==> src/rtl/ahb_interconnect_n.sv <==
// -----------------------------------------------------------------------------
// ahb_interconnect_n
//
// Single-master AHB-Lite interconnect fanning one master port out to
// NUM_SLAVES slaves.
//
// Address phase
//   The master address is decoded against per-slave (BASE, MASK) regions. The
//   lowest-index matching region wins. hsel is driven combinationally and only
//   for a real (NONSEQ/SEQ) transfer that is being accepted, which means
//   hready=1.
//
// Data phase
//   The owner of the data phase is registered when the address phase is
//   accepted. The owner is one of three things:
//   - a slave index,
//   - the built-in default slave (unmapped address, two-cycle ERROR),
//   - nobody (IDLE/BUSY, zero-wait OKAY).
//   The master-side hrdata/hready/hresp are muxed from the owning slave
//   through that registered select.
//
// Watchdog
//   A per-transfer wait counter forces a two-cycle ERROR if the owning slave
//   stalls for TIMEOUT_CYCLES cycles. The stalled slave is abandoned: its
//   later responses are ignored. TIMEOUT_CYCLES=0 disables the watchdog.
//
// Ports
//   clk, reset                  clock, asynchronous active-high reset
//   haddr/htrans/hwrite/hsize/  master address-phase and control inputs
//   hprot/is_signed/hwdata
//   hrdata/hready/hresp         response to the master
//   hsel                        one-hot slave select (address phase)
//   Haddr/Hwrite/Hsize/Hprot/   combinational broadcast to every slave
//   Hwdata/Is_signed
//   s_hrdata/s_hready/s_hresp   flattened slave responses
//   timeout_err                 one-cycle pulse when the watchdog fires
// -----------------------------------------------------------------------------
module ahb_interconnect_n #(
    parameter int NUM_SLAVES     = 2,
    parameter int ADDR_W         = 32,
    parameter int DATA_W         = 32,
    parameter logic [NUM_SLAVES*ADDR_W-1:0] SLAVE_BASE = {32'h0001_0000, 32'h0000_0000},
    parameter logic [NUM_SLAVES*ADDR_W-1:0] SLAVE_MASK = {32'hFFFF_0000, 32'hFFFF_0000},
    parameter int TIMEOUT_CYCLES = 16
) (
    input  logic                         clk,
    input  logic                         reset,

    // Master side
    input  logic [ADDR_W-1:0]            haddr,
    input  logic [1:0]                   htrans,
    input  logic                         hwrite,
    input  logic [2:0]                   hsize,
    input  logic [3:0]                   hprot,
    input  logic                         is_signed,
    input  logic [DATA_W-1:0]            hwdata,
    output logic [DATA_W-1:0]            hrdata,
    output logic                         hready,
    output logic                         hresp,

    // Slave side
    output logic [NUM_SLAVES-1:0]        hsel,
    output logic [ADDR_W-1:0]            Haddr,
    output logic                         Hwrite,
    output logic [2:0]                   Hsize,
    output logic [3:0]                   Hprot,
    output logic [DATA_W-1:0]            Hwdata,
    output logic                         Is_signed,
    input  logic [NUM_SLAVES*DATA_W-1:0] s_hrdata,
    input  logic [NUM_SLAVES-1:0]        s_hready,
    input  logic [NUM_SLAVES-1:0]        s_hresp,

    output logic                         timeout_err
);

    // -------------------------------------------------------------------------
    // Derived widths
    // -------------------------------------------------------------------------
    localparam int IDX_W = (NUM_SLAVES > 1) ? $clog2(NUM_SLAVES) : 1;

    // The counter only has to reach TIMEOUT_CYCLES. With the watchdog off it
    // still needs at least one bit so that the declaration stays legal.
    localparam int CNT_W = (TIMEOUT_CYCLES > 0) ? $clog2(TIMEOUT_CYCLES + 1) : 1;

    // Count value at which a further stalled cycle trips the watchdog.
    localparam logic [CNT_W-1:0] CNT_LAST =
        CNT_W'((TIMEOUT_CYCLES > 0) ? (TIMEOUT_CYCLES - 1) : 0);

    typedef enum logic [1:0] {
        D_IDLE  = 2'd0,
        D_SLAVE = 2'd1,
        D_ERR1  = 2'd2,
        D_ERR2  = 2'd3
    } dstate_t;

    // -------------------------------------------------------------------------
    // Broadcast of master signals to all slaves
    // -------------------------------------------------------------------------
    assign Haddr     = haddr;
    assign Hwrite    = hwrite;
    assign Hsize     = hsize;
    assign Hprot     = hprot;
    assign Hwdata    = hwdata;
    assign Is_signed = is_signed;

    // -------------------------------------------------------------------------
    // Address decode
    // -------------------------------------------------------------------------
    logic [NUM_SLAVES-1:0] region_hit;

    genvar gi;
    generate
        for (gi = 0; gi < NUM_SLAVES; gi++) begin : g_region
            assign region_hit[gi] =
                ((haddr & SLAVE_MASK[gi*ADDR_W +: ADDR_W]) == SLAVE_BASE[gi*ADDR_W +: ADDR_W]);
        end
    endgenerate

    // Priority encode. Scanning from the top down lets the lowest index
    // overwrite any higher one, so overlapping regions resolve to the lowest
    // slave.
    logic             match_any;
    logic [IDX_W-1:0] match_idx;

    always_comb begin
        match_any = 1'b0;
        match_idx = '0;
        for (int i = NUM_SLAVES - 1; i >= 0; i--) begin
            if (region_hit[i]) begin
                match_any = 1'b1;
                match_idx = IDX_W'(i);
            end
        end
    end

    // hsel is gated by reset so that it reads 0 while reset is held, even
    // though the rest of the select path is purely combinational.
    logic addr_take;
    assign addr_take = htrans[1] & hready & match_any & ~reset;

    generate
        for (gi = 0; gi < NUM_SLAVES; gi++) begin : g_hsel
            assign hsel[gi] = addr_take && (match_idx == IDX_W'(gi));
        end
    endgenerate

    // -------------------------------------------------------------------------
    // Data-phase state
    // -------------------------------------------------------------------------
    dstate_t          state_q, state_d;
    logic [IDX_W-1:0] owner_q, owner_d;
    logic [CNT_W-1:0] cnt_q,   cnt_d;

    always_ff @(posedge clk or posedge reset) begin
        if (reset) begin
            state_q <= D_IDLE;
            owner_q <= '0;
            cnt_q   <= '0;
        end else begin
            state_q <= state_d;
            owner_q <= owner_d;
            cnt_q   <= cnt_d;
        end
    end

    // The slave that owns the current data phase.
    logic             own_ready;
    logic             own_resp;
    logic [DATA_W-1:0] own_rdata;

    assign own_ready = s_hready[owner_q];
    assign own_resp  = s_hresp[owner_q];
    assign own_rdata = s_hrdata[owner_q*DATA_W +: DATA_W];

    // Next state and master-side response. The counter defaults to zero, so
    // it restarts for every new data phase and only holds a value while the
    // owning slave is stalling.
    always_comb begin
        state_d     = state_q;
        owner_d     = owner_q;
        cnt_d       = '0;
        hready      = 1'b1;
        hresp       = 1'b0;
        hrdata      = '0;
        timeout_err = 1'b0;

        case (state_q)
            D_IDLE: begin
                // Zero-wait OKAY. The defaults already describe this response.
            end

            D_SLAVE: begin
                hready = own_ready;
                hresp  = own_resp;
                hrdata = own_rdata;
                if (!own_ready) begin
                    // The counter saturates instead of wrapping. This matters
                    // only when the watchdog is disabled and waits are
                    // unbounded.
                    cnt_d = (cnt_q == {CNT_W{1'b1}}) ? cnt_q : cnt_q + CNT_W'(1);
                    if ((TIMEOUT_CYCLES != 0) && (cnt_q == CNT_LAST)) begin
                        // The watchdog fires. From here on the interconnect
                        // no longer listens to this slave.
                        timeout_err = 1'b1;
                        state_d     = D_ERR1;
                    end
                end
            end

            D_ERR1: begin
                hready  = 1'b0;
                hresp   = 1'b1;
                state_d = D_ERR2;
            end

            D_ERR2: begin
                hready = 1'b1;
                hresp  = 1'b1;
            end

            default: begin
                state_d = D_IDLE;
            end
        endcase

        // Address-phase acceptance. Whenever the current data phase completes
        // (hready=1), the transfer on the bus becomes the next data phase.
        // This gives back-to-back pipelining with no bubble.
        if (hready) begin
            cnt_d = '0;
            if (!htrans[1]) begin
                state_d = D_IDLE;
            end else if (match_any) begin
                state_d = D_SLAVE;
                owner_d = match_idx;
            end else begin
                state_d = D_ERR1;
            end
        end
    end

endmodule
==> config.mk <==
export PLATFORM = sky130hd
export DESIGN_NAME = ahb_interconnect_n
export DESIGN_NICKNAME = d
export VERILOG_FILES = /design/src/rtl/ahb_interconnect_n.sv
export SDC_FILE = /design/constraint.sdc
export NUM_CORES = 1
export LEC_CHECK = 0
export BUFFER_PORTS_ARGS = -buffer_cell sky130_fd_sc_hd__buf_2
export CORE_ASPECT_RATIO = 1.2
export CORE_MARGIN = 10
export CORE_UTILIZATION = 23
export CTS_BUF_LIST = sky130_fd_sc_hd__clkbuf_8
export DETAILED_ROUTE_END_ITERATION = 8
export PLACE_DENSITY_LB_ADDON = 0.2
export SETUP_SLACK_MARGIN = 0.3
export SLEW_MARGIN = 10
export SYNTH_ARGS = -nofsm -noshare
export SYNTH_HDL_FRONTEND = slang
export SYNTH_SLANG_ARGS = --single-unit
export TNS_END_PERCENT = 10
==> constraint.sdc <==
create_clock -name clk -period 1.7 [get_ports clk]
set_input_delay 0.085 -clock clk [delete_from_list [all_inputs] [get_ports clk]]
set_output_delay 0.085 -clock clk [all_outputs]
set_load 0.05 [all_outputs]
==> results.md <==
* Cells after Synth at 196
* Clock Sinks at 8
* CP Data Arrival Time at 1.55 ns
* Yosys warns at 0
* Mux cell area share after synthesis at 0.232
* Sequential share of power at 0.112
* Synth Register Bits at 8
* Ys async rst share at 1.00
* HP Class: in -> reg
* DIE AREA at 0.0103 mm²
* Worst Setup Path Type: reg -> out
* Clk pin slew, worst setup/hold paths at 0.05 ns
* Max Root-Sink Buffers at 2
* CTS tree: done
* H-tree Lvls at 1
* Sw frac at 0.552
* Largest net degree at the start of global routing at 34
* Clk network pwr share at 0.112
* Vias in the first global route at 1,422
* Cts bufs inserted at 3
* Routability cong. at 0.772
* Post-layout minimum cycle time at 1.64 ns
* Worst Reg-to-Reg Cells at 6
* DRC Markers at 0
* Seq/Total Area, Yosys at 0.131
* Post-synthesis adder-cell area fraction at 0.0247
* Layout overhead on the synthesized area at 49.7%
* CP peak stage delay at 0.42 ns
* Final Max Tran Viols at 0
* Leakage at 1.09 nW
* Final hold viol count at 0
* First-pass GRT wire length at 7.54 mm
* Total wire length at 5.83 mm
* PwrDens at 961 mW/mm²
* Grt total ovfl at 0
* Ports at 255
* DRT antenna net count at 0
* Final core utilization at 0.354
* EDFF count, synth at 0
* Initial antenna violation count at 0
* Main combinational cell family by area after synthesis: buffers and inverters
* Crit path required time at 1.62 ns
* Diode count at 0
* Sw power at 1.21 mW
* F_max at 610 MHz
* Share of the synthesized area in the top cell type at 0.360
* Synth Cell Area at 0.00152 mm²
* Hold slack at 0.152 ns
* Hold path depth at 3
* Unrepaired setup endpoints after global routing: yes
* Final period util at 0.964
* Initial Util at 0.236
* Synth cell types at 28
* Fin nets at 420
* Post-synth top area cell: buf_4
* Detailed Routing Iterations Pass 1 at 4
* Slew headroom at 0.778
* Simple-Gate Fraction of Synth Area at 0.172
* Layout filler cell count at 674
* Flop-to-flop setup slack at 0.19 ns
* Die height at 109 µm
* WL/cell at 16.4 µm
* IO Port Bufs at 139
* Non-filler instance count after layout at 356
* Setup violations, final at 0
* Comb pwr share at 0.775
* Worst-Skew Late Latency at 0.23 ns
* Post-DP HPWL at 4.65 mm
* Vias at 1,498
* # rows at 32
* Die Wd at 94.3 µm
* GRT Util Overall at 0.0893
* Setup crit start kind: flop
* Internal at 0.981 mW
* Worst slew pin tran at 0.333 ns
* Worst-path cell chain: buf_4, buf_16, mux2i_1, nor2_1, buf_2
* Status: finished clean
* Max-Cap Viols at 0
* Post-synthesis xor/xnor area fraction at 0.0173
* Layout cells sized above 1 at 0.668
* Syn_nets at 344
* Synth top area cells: buf_4 (36%), mux2i_1 (22%), dfrtp_1 (13%), nor2_1 (9.9%), ha_1 (2.5%)
* Slowest-stage cell, CP: dfrtp_2
* Post-synthesis compound-gate area fraction at 0.0247
* Vias per cell at 4.21
* Mapped Avg Cell Area at 7.77 µm²
* Max VDD drop at 0.732 mV
* Critical Path Sink Type: primary output
* Initial DRC Count at 17
* Top cells by count, synth: buf_4 (73), nor2_1 (40), mux2i_1 (33), dfrtp_1 (8), buf_2 (5)
* Top FF cell, synth: dfrtp_1
* Layout Skew at 0.00571 ns
* Most frequent cell after synthesis: buf_4
* CTS root buffer: clkbuf_8
* Cells after DPL at 343
* CP max FO at 33
* Core ar. at 0.00645 mm²
layout make-up:
cell class	count	area (µm²)	share of cell area
Multi-Input combinational cell	103	837	0.367
Sequential cell	8	201	0.0884
Clock inverter	1	3.75	0.00165
Inverter	3	11.3	0.00494
Tap cell	85	106	0.0467
Timing Repair Buffer	153	1080	0.473
Clock buffer	3	41.3	0.0181
cells by family (layout without fill, tap and decap cells):
logic type                 count (synthesis)  in the layout
buffers and inverters                     85            160
xor gates and xnor gates                   3              3
adders and majority gates                  3              3
DFF                                        8              8
AOI/OAI and AO/OA                          5              5
and+or+nand+nor                           57             57
muxes                                     35             35
state kept, by name, indices dropped and copies added (netlist names):
| name | flops |
|---|---|
| cnt_q | 5 |
| state_q | 2 |
| owner_q | 1 |
power by group through the flow:
stage | clock (mW) | sequential (mW) | combinational [mW]
4_1_cts | 0.248 | 0.239 | 1.40
3_5_place_dp | 0 | 0.243 | 1.38
6_report | 0.246 | 0.246 | 1.70
5_1_grt | 0.259 | 0.251 | 1.78
3_3_place_gp | 0 | 0.242 | 1.38
2_1_floorplan | 0 | 0.239 | 1.40
through the flow:
stage          TNS, ns  area, µm²  total power, mW  worst slack [ns]
3_3_place_gp         0       1810             1.62            0.0924
5_1_grt        -0.0821       2280             2.29           -0.0606
2_1_floorplan        0       1560             1.64             0.115
3_5_place_dp         0       1810             1.62             0.106
4_1_cts              0       1910             1.89            0.0447
6_report             0       2280             2.19            0.0619
placed cells by master, fill, tap and decap left out, drive strengths merged, types with 2 or more instances in the layout:
cell type	count
clkbuf	3
mux2i	33
ha	3
dfrtp	8
nor2	40
mux2	2
nor2b	2
inv	4
nand2b	3
a21oi	2
nor4	3
nor3	2
xor2	2
buf	152
final timing paths:
path,from,endpoint
worst max-delay path,owner_q,hrdata[2]
worst min-delay path,htrans[1],state_q[1]
worst max register to register,cnt_q[1],cnt_q[3]
worst min register to register,cnt_q[3],cnt_q[3]
max in group asynchronous,reset,owner_q
min in group asynchronous,reset,cnt_q[0]
layer usage:
layer,vias to the layer above,track usage,share of wire
met5,-,0,0
met3,16,0.0413,0.12
met4,0,0.0326,0.018
met1,675,0.0996,0.35
li1,716,-,-
met2,91,0.145,0.52
critical path: cells and delay by family, from the launching register on:
kind                   cells  cell delay [ns]
and+or+nand+nor            1             0.10
DFF                        1             0.42
buffers and inverters      3             0.61
muxes                      1             0.16
repair_timing:
action                                  4_1_cts  5_1_grt
pin swaps                                     2       28
resized for setup                            11      124
endpoints found under the setup margin       43       44
buffers inserted                              2        6
hold endpoints to repair                      8        0
hold buffers                                  1        0
(Power assumes the default switching activity.)
